**config.mk**
```make
export PLATFORM = sky130hd
export DESIGN_NAME = stage2_decode
export DESIGN_NICKNAME = d
export VERILOG_FILES = /design/src/rtl/pipeline_pkg.sv /design/src/rtl/regfile.sv /design/src/rtl/stage2_decode.sv
export SDC_FILE = /design/constraint.sdc
export NUM_CORES = 2
export LEC_CHECK = 0
export BUFFER_PORTS_ARGS = -buffer_cell sky130_fd_sc_hd__clkbuf_2
export CORE_MARGIN = 2
export CORE_UTILIZATION = 35
export DETAILED_ROUTE_END_ITERATION = 8
export GPL_TIMING_DRIVEN = 0
export PLACE_DENSITY = 0.49
export SYNTH_ARGS = -nofsm -noshare
export SYNTH_HDL_FRONTEND = slang
export SYNTH_HIERARCHICAL = 1
export SYNTH_SLANG_ARGS = --single-unit
```
**constraint.sdc**
```tcl
create_clock -name clk -period 2.6 [get_ports clk]
set_input_delay 0.13 -clock clk [delete_from_list [all_inputs] [get_ports clk]]
set_output_delay 0.13 -clock clk [all_outputs]
set_load 0.05 [all_outputs]
```
**src/rtl/pipeline_pkg.sv**
```systemverilog
// Shared definitions for the RV32I pipeline: opcodes, decode control bundle,
// immediate formats and the opcode-to-format mapping.
package pipeline_pkg;

    localparam logic [6:0] OPC_OP     = 7'b0110011;
    localparam logic [6:0] OPC_OP_IMM = 7'b0010011;
    localparam logic [6:0] OPC_LOAD   = 7'b0000011;
    localparam logic [6:0] OPC_STORE  = 7'b0100011;
    localparam logic [6:0] OPC_BRANCH = 7'b1100011;
    localparam logic [6:0] OPC_JAL    = 7'b1101111;
    localparam logic [6:0] OPC_JALR   = 7'b1100111;
    localparam logic [6:0] OPC_LUI    = 7'b0110111;
    localparam logic [6:0] OPC_AUIPC  = 7'b0010111;

    // Control bundle carried from decode into execute.
    typedef struct packed {
        logic [6:0] opcode;
        logic [2:0] funct3;
        logic       funct7_5;
        logic       memread;
        logic       memwrite;
        logic       regwrite;
        logic       branch;
    } ctrl_t;

    typedef enum logic [2:0] {
        IMM_NONE,
        IMM_I,
        IMM_S,
        IMM_B,
        IMM_U,
        IMM_J
    } imm_t;

    // Immediate format implied by an opcode; unknown opcodes carry no immediate.
    function automatic imm_t imm_type_of(input logic [6:0] opcode);
        case (opcode)
            OPC_OP_IMM, OPC_LOAD, OPC_JALR: return IMM_I;
            OPC_STORE:                      return IMM_S;
            OPC_BRANCH:                     return IMM_B;
            OPC_LUI, OPC_AUIPC:             return IMM_U;
            OPC_JAL:                        return IMM_J;
            default:                        return IMM_NONE;
        endcase
    endfunction

endpackage

```
**src/rtl/regfile.sv**
```systemverilog
// Architectural register file: two combinational read ports, one clocked
// write port, x0 hardwired to zero, writeback value bypassed to same-cycle reads.
module regfile #(
    parameter int XLEN  = 32,
    parameter int NREGS = 32,
    parameter int AW    = $clog2(NREGS)
) (
    input  logic            clk,
    input  logic            rst_n,
    input  logic [AW-1:0]   i_rs1,
    input  logic [AW-1:0]   i_rs2,
    input  logic            i_we,
    input  logic [AW-1:0]   i_wa,
    input  logic [XLEN-1:0] i_wd,
    output logic [XLEN-1:0] o_rd1,
    output logic [XLEN-1:0] o_rd2
);

    logic [XLEN-1:0] r_regs [NREGS];
    logic            w_wr_live;

    assign w_wr_live = i_we && (i_wa != '0);

    // Register array update; x0 is never written.
    // NOTE: this array is cleared by reset on purpose (architectural state must
    // start at zero), so it maps to flops rather than an un-resettable RAM macro.
    always_ff @(posedge clk or negedge rst_n) begin
        if (!rst_n) begin
            for (int i = 0; i < NREGS; i++) begin
                r_regs[i] <= '0;
            end
        end else if (w_wr_live) begin
            r_regs[i_wa] <= i_wd;
        end
    end

    // Read ports: x0 reads zero, a live writeback to the same index wins.
    always_comb begin
        o_rd1 = (i_rs1 == '0) ? '0 : r_regs[i_rs1];
        o_rd2 = (i_rs2 == '0) ? '0 : r_regs[i_rs2];
        if (w_wr_live && (i_wa == i_rs1)) o_rd1 = i_wd;
        if (w_wr_live && (i_wa == i_rs2)) o_rd2 = i_wd;
    end

endmodule

```
**src/rtl/stage2_decode.sv**
```systemverilog
// Instruction-decode stage: field extraction, register read, immediate
// generation, load-use hazard detection and the ID/EX pipeline register.
module stage2_decode
    import pipeline_pkg::*;
#(
    parameter int XLEN  = 32,
    parameter int NREGS = 32
) (
    input  logic                 clk,
    input  logic                 reset,
    input  logic [1:0][XLEN-1:0] if_id,
    input  logic                 branch_cond,
    input  logic                 id_ex_memread_in,
    input  logic [4:0]           id_ex_rd_in,
    input  logic                 wb_en,
    input  logic [4:0]           wb_rd,
    input  logic [XLEN-1:0]      wb_data,
    output logic                 hazard,
    output logic                 id_ex_valid,
    output logic [XLEN-1:0]      id_ex_npc,
    output logic [XLEN-1:0]      id_ex_a,
    output logic [XLEN-1:0]      id_ex_b,
    output logic [XLEN-1:0]      id_ex_imm,
    output logic [4:0]           id_ex_rd,
    output ctrl_t                id_ex_ctrl
);

    logic [31:0]     w_inst;
    logic [6:0]      w_opcode;
    logic [4:0]      w_rd;
    logic [2:0]      w_funct3;
    logic [4:0]      w_rs1;
    logic [4:0]      w_rs2;
    logic [XLEN-1:0] w_rs1_val;
    logic [XLEN-1:0] w_rs2_val;
    logic [XLEN-1:0] w_imm;
    ctrl_t           w_ctrl;
    logic            w_uses_rs1;
    logic            w_uses_rs2;
    logic            w_hazard;
    logic            w_bubble;

    assign w_inst   = if_id[0];
    assign w_opcode = w_inst[6:0];
    assign w_rd     = w_inst[11:7];
    assign w_funct3 = w_inst[14:12];
    assign w_rs1    = w_inst[19:15];
    assign w_rs2    = w_inst[24:20];

    regfile #(
        .XLEN  (XLEN),
        .NREGS (NREGS)
    ) u_regfile (
        .clk   (clk),
        .rst_n (reset),
        .i_rs1 (w_rs1),
        .i_rs2 (w_rs2),
        .i_we  (wb_en),
        .i_wa  (wb_rd),
        .i_wd  (wb_data),
        .o_rd1 (w_rs1_val),
        .o_rd2 (w_rs2_val)
    );

    // Immediate generation selected by the opcode's instruction format.
    // NOTE: every combinational output gets a default before the case so no
    // path leaves it unassigned, which would otherwise infer a latch.
    always_comb begin
        w_imm = '0;
        case (imm_type_of(w_opcode))
            IMM_I:   w_imm = {{20{w_inst[31]}}, w_inst[31:20]};
            IMM_S:   w_imm = {{20{w_inst[31]}}, w_inst[31:25], w_inst[11:7]};
            IMM_B:   w_imm = {{19{w_inst[31]}}, w_inst[31], w_inst[7],
                              w_inst[30:25], w_inst[11:8], 1'b0};
            IMM_U:   w_imm = {w_inst[31:12], 12'b0};
            IMM_J:   w_imm = {{11{w_inst[31]}}, w_inst[31], w_inst[19:12],
                              w_inst[20], w_inst[30:21], 1'b0};
            default: w_imm = '0;
        endcase
    end

    // Control flags and register-use decode; unknown opcodes raise no flags.
    always_comb begin
        w_ctrl          = '0;
        w_ctrl.opcode   = w_opcode;
        w_ctrl.funct3   = w_funct3;
        w_ctrl.funct7_5 = w_inst[30];
        case (w_opcode)
            OPC_OP, OPC_OP_IMM, OPC_JAL, OPC_JALR, OPC_LUI, OPC_AUIPC:
                w_ctrl.regwrite = 1'b1;
            OPC_LOAD: begin
                w_ctrl.memread  = 1'b1;
                w_ctrl.regwrite = 1'b1;
            end
            OPC_STORE:  w_ctrl.memwrite = 1'b1;
            OPC_BRANCH: w_ctrl.branch   = 1'b1;
            default:    ;
        endcase
        w_uses_rs1 = !((w_opcode == OPC_LUI) || (w_opcode == OPC_AUIPC) ||
                       (w_opcode == OPC_JAL));
        w_uses_rs2 = (w_opcode == OPC_OP) || (w_opcode == OPC_STORE) ||
                     (w_opcode == OPC_BRANCH);
    end

    // Load-use stall request; a taken branch flushes this stage, so it never stalls.
    always_comb begin
        w_hazard = id_ex_memread_in && (id_ex_rd_in != 5'd0) &&
                   ((w_uses_rs1 && (w_rs1 == id_ex_rd_in)) ||
                    (w_uses_rs2 && (w_rs2 == id_ex_rd_in))) &&
                   !branch_cond;
    end

    assign hazard   = w_hazard;
    // Flush, stall and the fetch reset word all turn into a zeroed bubble.
    assign w_bubble = branch_cond || w_hazard || (w_inst == 32'd0);

    // ID/EX pipeline register.
    // NOTE: clocked state uses non-blocking assignments so every flop samples
    // pre-edge values regardless of statement order.
    always_ff @(posedge clk or negedge reset) begin
        if (!reset) begin
            id_ex_valid <= 1'b0;
            id_ex_npc   <= '0;
            id_ex_a     <= '0;
            id_ex_b     <= '0;
            id_ex_imm   <= '0;
            id_ex_rd    <= '0;
            id_ex_ctrl  <= '0;
        end else if (w_bubble) begin
            id_ex_valid <= 1'b0;
            id_ex_npc   <= '0;
            id_ex_a     <= '0;
            id_ex_b     <= '0;
            id_ex_imm   <= '0;
            id_ex_rd    <= '0;
            id_ex_ctrl  <= '0;
        end else begin
            id_ex_valid <= 1'b1;
            id_ex_npc   <= if_id[1];
            id_ex_a     <= w_rs1_val;
            id_ex_b     <= w_rs2_val;
            id_ex_imm   <= w_imm;
            id_ex_rd    <= w_rd;
            id_ex_ctrl  <= w_ctrl;
        end
    end

endmodule

```
==> impl_metrics.csv <==
group,metric,value,unit
global_route,antenna_found_initial,33,
hold_path,hp-class,"primary input to flip-flop",
floorplanning,die_y,420,um
layout,final_cell_area,71900,sq um
floorplanning,core-area,172000,sq um
outcome,violations,"capacitance limit, slew limit, setup timing",
timing,fmax,361,MHz
synth,syn_inst,4353,
route,dr_wl_met2,121,mm
worst_setup_path,cp-end-kind,"flip-flop",
clock_network,clk_latency,0.81,ns
place,io_buffers,255,
floorplanning,die_x,420,um
route,top_layer,"met5",
synth,ys_seq_area_share,48.5,%
place,place_area,65200,sq um
global_route,track_usage,32.0,%
job,cap_violations,3,
synth,synthArstFlopShare,100,%
synth,synth_area,60500,sq um
layout,final_cells,7341,
floorplanning,die_area,176000,sq um
synth,syn-num-nets,4464,
place,dp_hpwl,194,mm
power_and_ir_drop,ir_worst_vdd,0.000556,V
synth,synthFlopType,"dfrtp_1",
clock_network,clockBufferDepth,3,
layout,drive_gt1_share,42.5,%
synth,ys_seq_elements,1173,
route,firstDrtPassIters,5,
worst_setup_path,arrival,3.48,ns
route,num_vias,44900,
route,drcViolationCount,0,
timing,hold_violations,0,
power_and_ir_drop,powerDensity,776,nW/um^2
layout,fin_nets,5015,
clock_network,cts_buffers,142,
layout,area_delta_synth_final,18.8,%
timing,min_period,2.77,ns
route,wl_met1,112,mm
timing,setup-violations-final,31,
route,wl_met3,29.6,mm
route,detail-route-antenna-nets,0,
global_route,grt_pass1_vias,44700,
power_and_ir_drop,power.leakage,32.0,nW
route,first_iter_violations,5371,
clock_network,cts.clk_slew.worst_paths,0.06,ns
outcome,status,"complete, but fails checks",
worst_setup_path,required,3.31,ns
worst_setup_path,start_kind,"primary input",
clock_network,htree_levels,4,
route,post_drt_via_cell_ratio,6.12,
timing,rsz0062_at_grt,"yes",
floorplanning,placementRows,152,
clock_network,tritoncts,"done",
timing,skew,0.0344,ns
global_route,grt_max_degree,108,
place,place_ws,-2.11,ns
timing,worst_slack,-0.173,ns
timing,period_share,107,%
timing,worst_pin_slew,1.56,ns
global_route,grt_pass1_wl,383,mm
place,place_inst,6941,
timing,slew_headroom,-3.68,%
global_route,overflow,0,
synth,synthDistinctLibCells,64,
synth,yosys_warnings,6,
timing,whs,0.0937,ns
synth,synth_area_per_cell,13.9,sq um
route,drt-total-wl,284,mm
worst_setup_path,worstPathMaxFanout,10,
floorplanning,initial_utilization,35.2,%
clock_network,cts_sinks,1173,
place,gp_congestion,0.993,
floorplanning,io_pins,261,
timing,slew_viol_final,22,
route,wl_per_cell,38.7,um
synth,synth_edf_count,0,
clock_network,cts-root-buf,"clkbuf_16",
worst_setup_path,r2r_slack,0.08,ns
worst_setup_path,crit_type,"primary input to flip-flop",
## cells in the final DEF, fill, tap and decap left out, types with 14 or more instances in the layout
cell type	instances
a211oi_1	15
a211oi_2	15
a21oi_1	90
a221o_1	19
a22o_1	16
a22oi_1	105
a32o_1	56
and2_1	116
buf_1	54
buf_16	17
buf_2	91
buf_4	23
buf_6	23
clkbuf_1	227
clkbuf_16	149
clkbuf_2	323
clkbuf_4	17
clkbuf_8	37
clkinv_2	26
dfrtp_1	1173
diode_2	17
dlygate4sd3_1	123
mux2_2	1051
mux2i_1	397
mux4_1	24
mux4_2	296
nand2_1	161
nand3_1	32
nand4_1	18
nor2_1	49
o221ai_1	39
o22ai_1	41
xnor2_1	14
## Yosys cell counts, types with 9 or more instances
cell      count  area [sq um]
o221ai_1     40           350
nand2_1     162           608
xnor2_1      14           123
a221oi_1     16           140
nor2b_1       9          56.3
o22ai_1      55           344
a22o_1       16           140
a211oi_1     35           263
buf_1        60           225
a22oi_1     105           788
o21ai_0      10          50.1
nor2_1       52           195
o211ai_1     11          82.6
mux4_1       24           631
a21oi_1      90           450
nand4_1      18           113
a32o_1       56           561
a221o_1      19           190
mux2_2     1051         11800
and3_1        9          56.3
nand3_1      32           160
dfrtp_1    1173         29400
buf_6        16           180
buf_2       114           571
nor3_1       10          50.1
and2_1      116           726
mux4_2      296          6670
mux2i_1     397          3970
clkbuf_1    277          1040
## report_power, final
group	switching (W)	internal, W	total, W
Clock	0.00843	0.0116	0.0201
Combinational	0.00604	0.00582	0.0119
Sequential	0.00243	0.0214	0.0239
## worst max-delay path, cell delays in order
cell and delay [ns]:
clkbuf_2 0.28, buf_2 0.38, buf_8 0.34, nor2_2 0.23, clkbuf_4 0.37, a22o_1 0.30, a221oi_2 0.39, o221ai_1 0.39
o21ai_2 0.43, and2_1 0.18
## routing by layer
| metal | GRT usage (%) | up-vias |
|---|---|---|
| met5 | 0 | - |
| met4 | 20.6 | 16 |
| met3 | 10.4 | 747 |
| met2 | 46.3 | 2661 |
| met1 | 41.0 | 23900 |
| li1 | - | 17600 |
## registers in the layout, summed over array words and instances (netlist names)
signal	cells
id_ex_rd	5
id_ex_valid	1
u_regfile/r_regs	1024
id_ex_a	32
id_ex_b	32
id_ex_npc	32
id_ex_ctrl	15
id_ex_imm	32
## layout make-up
class | instances | area [sq um]
antenna | 17 | 42.5
buffer | 473 | 2310
clock buffer | 214 | 4290
clock inverter | 40 | 362
fill | 16000 | 99900
inverter | 3 | 11.3
multi-input combinational | 2703 | 29400
sequential | 1173 | 29400
tap | 2310 | 2890
timing repair buffer | 408 | 3180
## repair_timing
| item | 4_1_cts | 5_1_grt |
|---|---|---|
| endpoints found under the setup margin | 64 | 229 |
| pin swaps | 1 | 3 |
| hold buffers | 126 | 0 |
| cloned | 0 | 2 |
| setup buffers | 0 | 2 |
| endpoints found under the hold margin | 301 | 0 |
| gates resized for setup | 151 | 42 |
## kinds of logic (layout without fill, tap and decap cells)
family | count (synthesis) | count (layout) | share of synthesized area [%]
buf+inv | 477 | 1138 | 3.45
compound gates | 472 | 472 | 5.85
xor+xnor | 20 | 20 | 0.290
other cells | 0 | 17 | 0
mux | 1768 | 1768 | 38.2
flops | 1173 | 1173 | 48.5
simple gates | 443 | 443 | 3.69
## final timing paths
kind                                        start                endpoint  cells past startpoint
max                                     if_id[20]             id_ex_b[21]                     10
min                                      if_id[4]            id_ex_imm[1]                      5
max reg2reg                 u_regfile/r_regs[535]             id_ex_b[23]                      5
min reg2reg                u_regfile/r_regs[1015]  u_regfile/r_regs[1015]                      1
max in group asynchronous                   reset    u_regfile/r_regs[47]                      7
min in group asynchronous                   reset              id_ex_b[0]                      4
## per-stage QoR
step,setup TNS (ns),utilization [%],total power (W)
after global routing,-0.00642,41.8,0.0577
final,-2.08,41.8,0.0558
after global placement,-,37.6,0.0351
after detailed placement,-182.61,38.0,0.0353
after floorplan,0,-,0.0309
after CTS,-0.0171,41.7,0.0557
(Power assumes the default switching activity.)
